### src/rtl/mul_share_arbiter.sv
// mul_share_arbiter
// Shares one sequential multiplier among NUM_REQ requesters. Requesters are
// served in round-robin order. The block drives the multiplier's Start/Ready
// handshake and returns each product tagged with the owning requester index.
// Optional feature: define MUL_ZERO_BYPASS_EN to answer zero-operand pairs
// directly from IDLE with a zero product, without using the multiplier.
module mul_share_arbiter #(
  parameter  int DP_WIDTH = 5,
  parameter  int NUM_REQ  = 4,
  localparam int ID_W     = $clog2(NUM_REQ)
) (
  input  logic                        clock,
  input  logic                        reset,
  input  logic [NUM_REQ-1:0]          req_valid,
  input  logic [NUM_REQ*DP_WIDTH-1:0] req_multiplicand,
  input  logic [NUM_REQ*DP_WIDTH-1:0] req_multiplier,
  output logic [NUM_REQ-1:0]          req_ready,
  output logic                        rsp_valid,
  output logic [ID_W-1:0]             rsp_id,
  output logic [2*DP_WIDTH-1:0]       rsp_product,
  output logic                        mul_start,
  output logic [DP_WIDTH-1:0]         mul_multiplicand,
  output logic [DP_WIDTH-1:0]         mul_multiplier,
  input  logic                        mul_ready,
  input  logic [2*DP_WIDTH-1:0]       mul_product
);

  typedef enum logic [1:0] {IDLE, ISSUE, WAIT_BUSY, WAIT_DONE} state_t;

  state_t              state;
  logic [ID_W-1:0]     rr_ptr;
  logic [ID_W-1:0]     cur_id;
  logic [ID_W-1:0]     grant_id;
  logic [ID_W-1:0]     rr_next;
  logic                grant_found;
  logic                accept;
  logic                bypass;
  logic [DP_WIDTH-1:0] grant_a;
  logic [DP_WIDTH-1:0] grant_b;

  // Round-robin search: first asserted request at or above rr_ptr, with wrap.
  always_comb begin
    logic [ID_W-1:0] idx;
    // NOTE: every variable written here gets a default first so no latch is inferred.
    idx         = '0;
    grant_found = 1'b0;
    grant_id    = '0;
    for (int k = 0; k < NUM_REQ; k++) begin
      idx = ID_W'((int'(rr_ptr) + k) % NUM_REQ);
      if (!grant_found && req_valid[idx]) begin
        grant_found = 1'b1;
        grant_id    = idx;
      end
    end
  end

  assign grant_a = req_multiplicand[int'(grant_id)*DP_WIDTH +: DP_WIDTH];
  assign grant_b = req_multiplier[int'(grant_id)*DP_WIDTH +: DP_WIDTH];
  assign rr_next = (grant_id == ID_W'(NUM_REQ - 1)) ? '0 : grant_id + 1'b1;

  // Accept decision and the one-hot ready strobe for the granted requester.
  always_comb begin
`ifdef MUL_ZERO_BYPASS_EN
    bypass = (grant_a == '0) || (grant_b == '0);
`else
    bypass = 1'b0;
`endif
    accept    = (state == IDLE) && grant_found && (mul_ready || bypass);
    req_ready = '0;
    if (accept) begin
      req_ready[grant_id] = 1'b1;
    end
  end

  // Sequencer: accept, issue Start, wait for the multiplier, return the result.
  always_ff @(posedge clock) begin
    // NOTE: state registers use non-blocking assignments so every flop samples pre-edge values.
    if (reset) begin
      state            <= IDLE;
      rr_ptr           <= '0;
      cur_id           <= '0;
      mul_start        <= 1'b0;
      mul_multiplicand <= '0;
      mul_multiplier   <= '0;
      rsp_valid        <= 1'b0;
      rsp_id           <= '0;
      rsp_product      <= '0;
    end else begin
      rsp_valid <= 1'b0;
      mul_start <= 1'b0;
      unique case (state)
        IDLE: begin
          if (accept) begin
            rr_ptr <= rr_next;
            if (bypass) begin
              // Zero operand: answer straight away, multiplier untouched.
              rsp_valid   <= 1'b1;
              rsp_id      <= grant_id;
              rsp_product <= '0;
            end else begin
              mul_multiplicand <= grant_a;
              mul_multiplier   <= grant_b;
              cur_id           <= grant_id;
              mul_start        <= 1'b1;
              state            <= ISSUE;
            end
          end
        end
        ISSUE: begin
          state <= WAIT_BUSY;
        end
        WAIT_BUSY: begin
          // Ready dropping shows the multiplier took the Start pulse.
          if (!mul_ready) begin
            state <= WAIT_DONE;
          end
        end
        WAIT_DONE: begin
          if (mul_ready) begin
            rsp_valid   <= 1'b1;
            rsp_id      <= cur_id;
            rsp_product <= mul_product;
            state       <= IDLE;
          end
        end
        default: state <= IDLE;
      endcase
    end
  end

endmodule

### config.mk
export PLATFORM = sky130hd
export DESIGN_NAME = mul_share_arbiter
export DESIGN_NICKNAME = d
export VERILOG_FILES = /design/src/rtl/mul_share_arbiter.sv
export SDC_FILE = /design/constraint.sdc
export NUM_CORES = 1
export LEC_CHECK = 0
export ABC_AREA = 1
export BUFFER_PORTS_ARGS = -buffer_cell sky130_fd_sc_hd__buf_2
export CELL_PAD_IN_SITES_DETAIL_PLACEMENT = 1
export CELL_PAD_IN_SITES_GLOBAL_PLACEMENT = 1
export CORE_MARGIN = 3
export CORE_UTILIZATION = 25
export CTS_CLUSTER_DIAMETER = 120
export DETAILED_ROUTE_END_ITERATION = 8
export GPL_ROUTABILITY_DRIVEN = 0
export PLACE_DENSITY_LB_ADDON = 0.1
export SLEW_MARGIN = 25
export SYNTH_ARGS = -nofsm -noshare
export SYNTH_HDL_FRONTEND = slang
export SYNTH_SLANG_ARGS = --single-unit
### constraint.sdc
create_clock -name clock -period 1.8 [get_ports clock]
set_clock_uncertainty 0.1 [all_clocks]
set_input_delay 0.36 -clock clock [delete_from_list [all_inputs] [get_ports clock]]
set_output_delay 0.36 -clock clock [all_outputs]
set_load 0.05 [all_outputs]
==> key figures <==
Layout
  – Share of layout cells above drive strength 1: 41.6%
  – Cell Count, Final, Fillers Out: 536
  – Number of fill cells: 999
  – Ant diodes: 0
  – Utilization after layout: just over 40%
  – Fin nets: 502
  – P&R area growth vs syn: 56.5%

Clock tree
  – CTS max path bufs: 2
  – Cts bufs inserted: 5
  – Clock latency on the worst-skew pair: 0.28 ns
  – CTS root buf: clkbuf_8
  – Clock slew at reported path FFs: about 0.070 ns
  – # H-tree levels: 2
  – CTS tree: built
  – Sink Count: 30

Hold path
  – Hold_sp: mul_product[9]
  – Worst Hold Depth: 3
  – HP Class: input pin to flop

Timing
  – Fmax: between 300 and 400 MHz
  – Rel. slew slack: approximately three quarters
  – Tmin final: 2.51 ns
  – Final setup violation count: 21
  – Worst slew pin tran: 0.374 ns
  – Final Hold Vio Count: 0
  – Fin crit share: 140%
  – Post-route setup slack: -0.713 ns
  – Max-slew violations: 0
  – Hold slack: roughly 0.23 ns
  – RSZ-0062 raised after global routing: true

Logic synthesis
  – Synth area leader: dfxtp_1
  – Synthesized net count: 380
  – Most instantiated cells after synthesis: nand2_1, nor2_1, inv_1, dfxtp_1, o21ai_0
  – Most frequent cell after synthesis: nand2_1
  – Share of flip-flops with an asynchronous set or reset: 0%
  – Distinct cells, synth: 25
  – Top-area cell type share of the netlist area: between 30% and 40%
  – Syn_area_per_cell: between 6 and 7 um^2
  – Sequential share of the synthesized area: approximately 30%
  – Mapped Cells: roughly 320
  – Top FF cell, synth: dfxtp_1
  – Number of flops mapped to enable cells by yosys: 0
  – Post-synthesis cell area: ~2000 um^2
  – Number of synthesized register bits: 30
  – Top post-synthesis cells by area: dfxtp_1, nand2_1, nor2_1
  – Yosys warning total: 0

Die
  – Die Area: 8930 um^2
  – Die Wd: roughly 95 um
  – Die height: 94.5 um
  – Io pins: between 80 and 90
  – Rows: 31
  – Core area: ~7400 um^2
  – Initial Utilization: around a quarter

Global route
  – Vias in the first global route: around 2.3k
  – Total track usage: between 10% and 20%
  – Grt ovf: 0
  – Largest net degree at the start of global routing: 14
  – First-pass GRT wire length: around 11 mm
  – Initial antenna violation count: 0

Worst setup path
  – CP Capture Type: output port
  – CP Launch Type: flop
  – Worst EP required: between 1 and 1.5 ns
  – Worst-path maximum fanout: 10
  – Reg-to-reg startpoint: rr_ptr[0]
  – Crit path kind: flop to output port
  – Crit path DAT: between 2 and 2.5 ns
  – Critical path startpoint: rr_ptr[0]
  – Register-to-Register Path Depth: 18

Route
  – Pre-antenna DRT Iters: 4
  – DRC violations left: 0
  – Initial DRC Count: 31
  – Routed wire per std cell: approximately 13 um
  – DR vias: 2318
  – WL final: 6.74 mm
  – Vias/cell: about 4.3
  – Post-route ant nets: 0

Run
  – Max Cap Violations: 0

Placement
  – IO Port Bufs: 84
  – DP Cell Count: ~510
  – Post-DP HPWL: between 5 and 6 mm

Power
  – P_leak: about 1.7 nW
  – P per Cell Area: 2150 nW/um^2
  – VDD IR max: 0.715 mV

Status
  – Outcome: complete, but fails checks
  – Violations in the final reports: negative setup slack
## metal layers
| metal | GRT usage (%) | up-vias | share of wire (%) |
|---|---|---|---|
| li1 | - | 1218 | - |
| met1 | 18.4 | 1036 | 44 |
| met2 | 27.1 | 57 | 50 |
| met3 | 2.95 | 7 | 5.1 |
| met4 | 2.88 | 0 | 0.82 |
| met5 | 0 | - | 0 |
## per-stage QoR
step           area (um^2)  setup TNS, ns  setup slack (ns)  power [mW]
4_1_cts               2940          -9.45            -0.705        6.28
2_1_floorplan         2000          -1.43            -0.353        3.87
3_5_place_dp          2700          -6.92            -0.534        5.14
6_report              3070         -11.95            -0.713        6.58
3_3_place_gp          2700          -6.18            -0.495        5.08
5_1_grt               3070         -15.17            -0.858        7.18
## what timing repair did
| action | CTS | global route |
|---|---|---|
| resized for setup | 25 | 20 |
| buffers inserted | 8 | 7 |
| hold buffers | 0 | 0 |
| pin swaps | 4 | 5 |
| endpoints found under the setup margin | 21 | 21 |
## worst max-delay path: stages (launching register included)
cell	delay, ns
dfxtp_2	0.33
buf_12	0.14
inv_8	0.09
nand2_2	0.07
nand3_2	0.10
nand2_4	0.07
nor2_4	0.18
nand4_1	0.16
nand2_4	0.13
ha_2	0.17
inv_1	0.06
nor2_4	0.11
buf_8	0.16
## worst paths after layout
path	to	slack, ns
max	req_ready[0]	-0.71
min	rsp_product[9]	0.23
max reg2reg	mul_multiplier[4]	-0.62
min reg2reg	rsp_product[6]	0.38
## cell families (layout without fill, tap and decap cells)
logic type,count (synthesis),count (layout),synth area share [%]
and+or+nand+nor,206,206,46.6
buffers and inverters,48,170,11.3
DFF,30,30,30.7
AOI/OAI and AO/OA,22,22,5.75
adders and majority gates,8,8,5.11
muxes,1,1,0.511
## final cells by class
class	instances	area (um^2)	area share, %
clock inverter	1	30.0	0.980
inverter	37	156	5.10
timing repair buffer	126	808	26.4
clock buffer	6	82.6	2.69
tap	99	124	4.04
sequential	30	606	19.8
multi-input combinational	237	1260	41.1
## flip-flops by register name, summed over array words and instances, names as in the netlist
register,flops
rsp_valid,1
mul_start,1
rsp_id,2
mul_multiplier,5
cur_id,2
state,2
rsp_product,10
rr_ptr,2
mul_multiplicand,5
## placed cells by master, fill, tap and decap left out, drive strengths merged
cell type	instances
nor3	1
nand4	13
bufinv	1
nand2	130
o21ai	18
ha	8
a21oi	3
dfxtp	30
nor2	43
buf	126
clkbuf	6
inv	37
mux2i	1
nand3	19
a211oi	1
## power breakdown
part           internal [mW]  switching [mW]
clock                  0.443           0.263
sequential             0.870           0.116
combinational           1.89            3.00
Note: power is estimated with default switching activity, not from simulation.
